<file path="src/rtl/mem_arbiter_pkg.sv">
// rtl/mem_arbiter_pkg.sv - shared bus widths, d_sel codes and arbiter state encoding
package mem_arbiter_pkg;

  localparam int ADDR_W = 32;
  localparam int DATA_W = 32;
  localparam int BE_W   = 4;

  localparam logic [BE_W-1:0] SEL_BYTE = 4'b0001;
  localparam logic [BE_W-1:0] SEL_HALF = 4'b0011;
  localparam logic [BE_W-1:0] SEL_WORD = 4'b1111;

  typedef enum logic [1:0] {
    ST_IDLE   = 2'd0,
    ST_ACCESS = 2'd1,
    ST_RESP   = 2'd2
  } arb_state_t;

endpackage

</file>
<file path="src/rtl/mem_arbiter_store_align.sv">
// rtl/mem_arbiter_store_align.sv - byte-enable/data replication and legality of a RAM request
module store_align
  import mem_arbiter_pkg::*;
(
  input  logic              we,
  input  logic [BE_W-1:0]   sel,
  input  logic [1:0]        addr_lo,
  input  logic [DATA_W-1:0] wdata,
  output logic [BE_W-1:0]   be,
  output logic [DATA_W-1:0] wdata_out,
  output logic              legal
);

  logic [BE_W-1:0] mask;

  always_comb begin
    mask      = '0;
    wdata_out = wdata;
    legal     = 1'b0;
    case (sel)
      SEL_BYTE: begin
        mask      = SEL_BYTE << addr_lo;
        wdata_out = {4{wdata[7:0]}};
        legal     = 1'b1;
      end
      SEL_HALF: begin
        mask      = SEL_HALF << addr_lo;
        wdata_out = {2{wdata[15:0]}};
        legal     = ~addr_lo[0];
      end
      SEL_WORD: begin
        mask  = SEL_WORD;
        legal = (addr_lo == 2'b00);
      end
      default: ;
    endcase
    be = we ? mask : '0;
  end

endmodule

</file>
<file path="src/rtl/mem_arbiter.sv">
// rtl/mem_arbiter.sv - two-port (fetch/data) arbiter onto a single shared RAM port
module mem_arbiter
  import mem_arbiter_pkg::*;
#(
  parameter bit DATA_FIRST = 1'b1,
  parameter int MAX_WAIT   = 15
) (
  input  logic              clk,
  input  logic              rst,
  input  logic              if_req,
  input  logic [ADDR_W-1:0] if_addr,
  output logic [DATA_W-1:0] if_rdata,
  output logic              if_ack,
  output logic              if_err,
  input  logic              d_req,
  input  logic              d_we,
  input  logic [ADDR_W-1:0] d_addr,
  input  logic [BE_W-1:0]   d_sel,
  input  logic [DATA_W-1:0] d_wdata,
  output logic [DATA_W-1:0] d_rdata,
  output logic              d_ack,
  output logic              d_err,
  output logic              ram_en,
  output logic [BE_W-1:0]   ram_we,
  output logic [ADDR_W-1:0] ram_addr,
  output logic [DATA_W-1:0] ram_wdata,
  input  logic [DATA_W-1:0] ram_rdata,
  input  logic              ram_ready,
  output logic              stall_req
);

  localparam int CW = (MAX_WAIT < 2) ? 1 : $clog2(MAX_WAIT);

  arb_state_t state_q, state_d;
  logic          owner_q, owner_n;     // 1 = data port owns the transaction
  logic          bad_q, bad_n;         // illegal request: pass through ACCESS with ram_en low
  logic          last_d_q, last_d_n;   // round-robin pointer: data was granted last
  logic [CW-1:0] wait_q, wait_n;

  logic              ram_en_n, if_ack_n, if_err_n, d_ack_n, d_err_n;
  logic [BE_W-1:0]   ram_we_n;
  logic [ADDR_W-1:0] ram_addr_n;
  logic [DATA_W-1:0] ram_wdata_n, if_rdata_n, d_rdata_n, rd_v;

  logic              gnt_d, grant, timeout;
  logic [ADDR_W-1:0] req_addr;
  logic [BE_W-1:0]   sa_be;
  logic [DATA_W-1:0] sa_wdata;
  logic              sa_legal;

  assign gnt_d    = d_req & (~if_req | DATA_FIRST | ~last_d_q);
  assign grant    = d_req | if_req;
  assign req_addr = gnt_d ? d_addr : if_addr;
  assign timeout  = (state_q == ST_ACCESS) & ~bad_q & ~ram_ready &
                    (wait_q == CW'(MAX_WAIT - 1));
  assign stall_req = (if_req & ~if_ack) | (d_req & ~d_ack);

  // Fetches are checked as word loads so one legality rule covers both ports.
  store_align u_align (
    .we        (gnt_d & d_we),
    .sel       (gnt_d ? d_sel : SEL_WORD),
    .addr_lo   (req_addr[1:0]),
    .wdata     (d_wdata),
    .be        (sa_be),
    .wdata_out (sa_wdata),
    .legal     (sa_legal)
  );

  always_ff @(posedge clk or negedge rst) begin
    if (!rst) begin
      state_q   <= ST_IDLE;
      owner_q   <= 1'b0;
      bad_q     <= 1'b0;
      last_d_q  <= 1'b0;
      wait_q    <= '0;
      ram_en    <= 1'b0;
      ram_we    <= '0;
      ram_addr  <= '0;
      ram_wdata <= '0;
      if_rdata  <= '0;
      d_rdata   <= '0;
      if_ack    <= 1'b0;
      if_err    <= 1'b0;
      d_ack     <= 1'b0;
      d_err     <= 1'b0;
    end else begin
      state_q   <= state_d;
      owner_q   <= owner_n;
      bad_q     <= bad_n;
      last_d_q  <= last_d_n;
      wait_q    <= wait_n;
      ram_en    <= ram_en_n;
      ram_we    <= ram_we_n;
      ram_addr  <= ram_addr_n;
      ram_wdata <= ram_wdata_n;
      if_rdata  <= if_rdata_n;
      d_rdata   <= d_rdata_n;
      if_ack    <= if_ack_n;
      if_err    <= if_err_n;
      d_ack     <= d_ack_n;
      d_err     <= d_err_n;
    end
  end

  always_comb begin
    state_d = state_q;
    case (state_q)
      ST_IDLE:   if (grant) state_d = ST_ACCESS;
      ST_ACCESS: if (bad_q || ram_ready || timeout) state_d = ST_RESP;
      ST_RESP:   state_d = ST_IDLE;
      default:   state_d = ST_IDLE;
    endcase
  end

  always_comb begin
    owner_n     = owner_q;
    bad_n       = bad_q;
    last_d_n    = last_d_q;
    wait_n      = wait_q;
    ram_en_n    = 1'b0;
    ram_we_n    = ram_we;
    ram_addr_n  = ram_addr;
    ram_wdata_n = ram_wdata;
    if_rdata_n  = if_rdata;
    d_rdata_n   = d_rdata;
    if_ack_n    = 1'b0;
    if_err_n    = 1'b0;
    d_ack_n     = 1'b0;
    d_err_n     = 1'b0;
    rd_v        = ram_ready ? ram_rdata : '0;
    case (state_q)
      ST_IDLE: if (grant) begin
        owner_n     = gnt_d;
        last_d_n    = gnt_d;
        bad_n       = ~sa_legal;
        wait_n      = '0;
        ram_en_n    = sa_legal;
        ram_we_n    = sa_legal ? sa_be : '0;
        ram_addr_n  = {req_addr[ADDR_W-1:2], 2'b00};
        ram_wdata_n = sa_wdata;
      end
      ST_ACCESS: if (state_d == ST_RESP) begin
        ram_we_n = '0;
        if_ack_n = ~owner_q;
        d_ack_n  = owner_q;
        if_err_n = ~owner_q & (bad_q | timeout);
        d_err_n  = owner_q & (bad_q | timeout);
        if (!bad_q) begin
          if (owner_q) d_rdata_n = rd_v;
          else         if_rdata_n = rd_v;
        end
      end else begin
        ram_en_n = 1'b1;
        wait_n   = wait_q + CW'(1);
      end
      default: ;
    endcase
  end

endmodule

</file>
<file path="config.mk">
export PLATFORM = sky130hd
export DESIGN_NAME = mem_arbiter
export DESIGN_NICKNAME = d
export VERILOG_FILES = /design/src/rtl/mem_arbiter_pkg.sv /design/src/rtl/mem_arbiter_store_align.sv /design/src/rtl/mem_arbiter.sv
export SDC_FILE = /design/constraint.sdc
export NUM_CORES = 1
export LEC_CHECK = 0
export CAP_MARGIN = 20
export CORE_ASPECT_RATIO = 1.5
export CORE_MARGIN = 2
export CORE_UTILIZATION = 30
export DETAILED_ROUTE_END_ITERATION = 16
export MAX_ROUTING_LAYER = met4
export SETUP_SLACK_MARGIN = 0.1
export SLEW_MARGIN = 25
export SYNTH_ARGS = -nofsm -noshare
export SYNTH_HDL_FRONTEND = slang
export SYNTH_HIERARCHICAL = 1
export SYNTH_SLANG_ARGS = --single-unit
export TNS_END_PERCENT = 20
</file>
<file path="constraint.sdc">
create_clock -name clk -period 2.6 [get_ports clk]
set_input_delay 0.39 -clock clk [delete_from_list [all_inputs] [get_ports clk]]
set_output_delay 0.39 -clock clk [all_outputs]
set_load 0.05 [all_outputs]
</file>
==> flow_metrics.env <==
export IMPL_start_util_pct=30.3
export IMPL_dieArea_um2=24200
export IMPL_regToRegSetupSlack_ns=0.43
export IMPL_htreeDepth=4
export IMPL_met1Wirelength_um=7740
export IMPL_worst_setup_path_type="reg2reg"
export IMPL_final_max_slew_viol_count=0
export IMPL_finalWorstSetupSlack_ns=0.434
export IMPL_p_sw_mw=6.09
export IMPL_drt_iter0_markers=199
export IMPL_syn2layout_area_growth_pct=51.2
export IMPL_detailroute_wirelength_met3_um=821
export IMPL_cp_max_fo=24
export IMPL_multi_input_area_um2=2970
export IMPL_critPathRequiredTime_ns=2.90
export IMPL_final_nets=951
export IMPL_timing_rr_start="wait_q[0]"
export IMPL_vias=5130
export IMPL_fillCellCount=2185
export IMPL_p_comb_share_pct=54.5
export IMPL_hp_class="in2async"
export IMPL_port_buffers=273
export IMPL_ant_nets=0
export IMPL_clkPwrFrac_pct=18.5
export IMPL_post_place_cells=1071
export IMPL_async_reset_ff_share_pct=100
export IMPL_die_w_um=128
export IMPL_dr_max_layer_used="met4"
export IMPL_wl_met2_um=10500
export IMPL_fin_cells=1104
export IMPL_numCtsBuffers=17
export IMPL_swShare_pct=44.8
export IMPL_rsz0062_at_grt="no"
export IMPL_maxCapViolCount=0
export IMPL_grt_max_degree=50
export IMPL_worst_setup_path_start_kind="flop"
export IMPL_clock_path_buffers=2
export IMPL_synth_cell_types=40
export IMPL_viasPerCell=4.65
export IMPL_grt_ovfl_total=0
export IMPL_max_stage_delay_ns=0.41
export IMPL_powerDensity_nw_per_um2=1300
export IMPL_fmax_mhz=462
export IMPL_post_route_period_util_pct=83.3
export IMPL_r2r_cells=6
export IMPL_drc=0
export IMPL_grt_pass1_wl_um=30300
export IMPL_synthesis_area_um2=6900
export IMPL_root_buffer="clkbuf_16"
export IMPL_cp_slowest_cell="buf_4"
export IMPL_place_ws_ns=0.158
export IMPL_end_kind="flop"
export IMPL_synth_yosys_warnings=6
export IMPL_die_y_um=190
export IMPL_ys_seq_elements=143
export IMPL_drive_gt1_share_pct=20.3
export IMPL_synth_seq_area_share_pct=51.9
export IMPL_post_cts_buffers=0
export IMPL_outcome="finished, final reports clean"
export IMPL_pin_count=276
export IMPL_path_cells="inv_1, ha_1, a311oi_1, or3_2, buf_4, mux2_2"
export IMPL_grt_util_all_layers_pct=16.8
export IMPL_skew_ns=0.00840
export IMPL_peakVddDrop_mv=0.562
export IMPL_post_dp_hpwl_um=13800
export IMPL_antenna_found_initial=1
export IMPL_p_int_mw=7.49
export IMPL_clock_latency_ns=0.42
export IMPL_p_seq_share_pct=27.1
export IMPL_register_area_um2=3580
export IMPL_final_hold_viol_count=0
export IMPL_rr_endpoint="if_rdata[27]"
export IMPL_cts_sinks=143
export IMPL_gp_congestion=0.761
export IMPL_ys_flop_type="dfrtp_1"
export IMPL_cts_hold_buf=1
export IMPL_grt_pass1_vias=5268
export IMPL_setup_viol=0
export IMPL_core_area_um2=22800
export IMPL_fin_tns_setup_ns=0
export IMPL_setup_worst_path_start="wait_q[0]"
export IMPL_rows=68
export IMPL_worst_pin_slew_ns=0.597
export IMPL_relSlewSlack_pct=60.1
export IMPL_p_total_mw=13.6
export IMPL_synth_edf_count=0
export IMPL_min_period_ns=2.17
export IMPL_clk_pin_slew_worst_paths_ns=0.06
export IMPL_routed_wl_um=19600
export IMPL_arrival_ns=2.47
export IMPL_cts_tree="yes"
export IMPL_cts_resized=0
export IMPL_p_leak_nw=4.71
export IMPL_synthCells=546
export IMPL_synth_avg_cell_area_um2=12.6
export IMPL_wl_per_cell_um=17.7
export IMPL_dr_pass1_iters=4
-- layer usage --
layer,global-route usage (%),vias to the layer above
li1,-,2427
met3,3.82,26
met4,6.55,0
met1,18.9,2519
met5,-,-
met2,29.0,158
-- synthesized netlist by cell type (2+ instances only) --
cell	instances	area share, %
dfrtp_1	143	52
a21boi_0	2	0.22
nor2_1	6	0.33
o31ai_1	2	0.22
buf_4	11	1.2
buf_6	3	0.49
nand3_1	3	0.22
a31o_2	2	0.25
o21ai_0	78	5.7
buf_2	7	0.51
nor3_1	3	0.22
mux2_2	47	7.7
ha_1	2	0.36
mux2i_1	40	5.8
nor2b_1	3	0.27
nand2_1	38	2.1
clkbuf_1	19	1.0
o22ai_1	6	0.54
nand2b_1	4	0.36
mux2_4	60	13
or3_1	3	0.27
inv_1	5	0.27
and2_1	37	3.4
buf_12	6	1.7
-- area by class of cell --
type | count | share of cell area [%]
Clock buffer | 21 | 4.41
Clock inverter | 10 | 1.32
Sequential cell | 143 | 34.3
Antenna cell | 1 | 0.0240
Timing Repair Buffer | 291 | 27.9
Inverter | 5 | 0.180
Multi-Input combinational cell | 353 | 28.5
Tap cell | 280 | 3.36
-- state kept, by name, indices dropped and copies added (netlist names), 2 cells and up --
register / flops
ram_wdata: 32
if_rdata: 32
ram_addr: 30
wait_q: 4
d_rdata: 32
ram_we: 4
state_q: 2
-- power groups by stage --
stage	clock, mW	combinational [mW]	sequential, mW
after CTS	2.59	7.46	3.68
after detailed placement	0	7.45	3.70
after global routing	2.68	7.71	3.80
final	2.51	7.39	3.67
after floorplan	0	1.66	6.84
after global placement	0	7.41	3.67
-- stage by stage --
step | area (um^2) | util [%] | hold WS, ns
floorplan | 6900 | - | 0.0944
global placement | 9820 | 43.1 | 0.366
detailed placement | 9820 | 43.1 | 0.365
CTS | 10400 | 45.7 | 0.472
global route | 10400 | 45.8 | 0.492
finish | 10400 | 45.8 | 0.466
-- placed cells by master, fill, tap and decap left out, drive strengths merged, types with 2 or more instances in the layout --
master,count
o22ai,6
nand2,38
nor2b,3
or3b,2
a21boi,2
buf,20
nand3,3
nand2b,4
bufinv,3
clkinv,5
o21ai,79
or3,3
mux2,107
and2,37
nor3b,2
clkdlybuf4s50,270
inv,5
a31o,2
conb,2
clkinvlp,2
ha,2
o31ai,2
nor3,3
dfrtp,143
mux2i,40
clkbuf,21
nor2,8
-- worst max path at each step --
stage | slack (ns) | end
final | 0.43 | if_rdata[27]
after CTS | 0.40 | if_rdata[27]
after global placement | 0.16 | bad_q
after floorplan | 0.21 | ram_wdata[10]
after global routing | 0.22 | if_rdata[28]
after detailed placement | 0.16 | bad_q
-- critical path, delay by kind of cell (launching register included) --
| kind | cells | cell delay (ns) |
|---|---|---|
| buf+inv | 2 | 0.49 |
| fa+ha+maj | 1 | 0.24 |
| mux | 1 | 0.38 |
| compound gates | 1 | 0.36 |
| simple gates | 1 | 0.20 |
| flops | 1 | 0.37 |
-- cells by family after synthesis --
logic type,share of synthesized area (%)
and+or+nand+nor,8.62
buffers and inverters,5.24
AOI/OAI and AO/OA,7.31
adders and majority gates,0.363
other,0.0544
DFF,51.9
muxes,26.5
(Power assumes the default switching activity.)
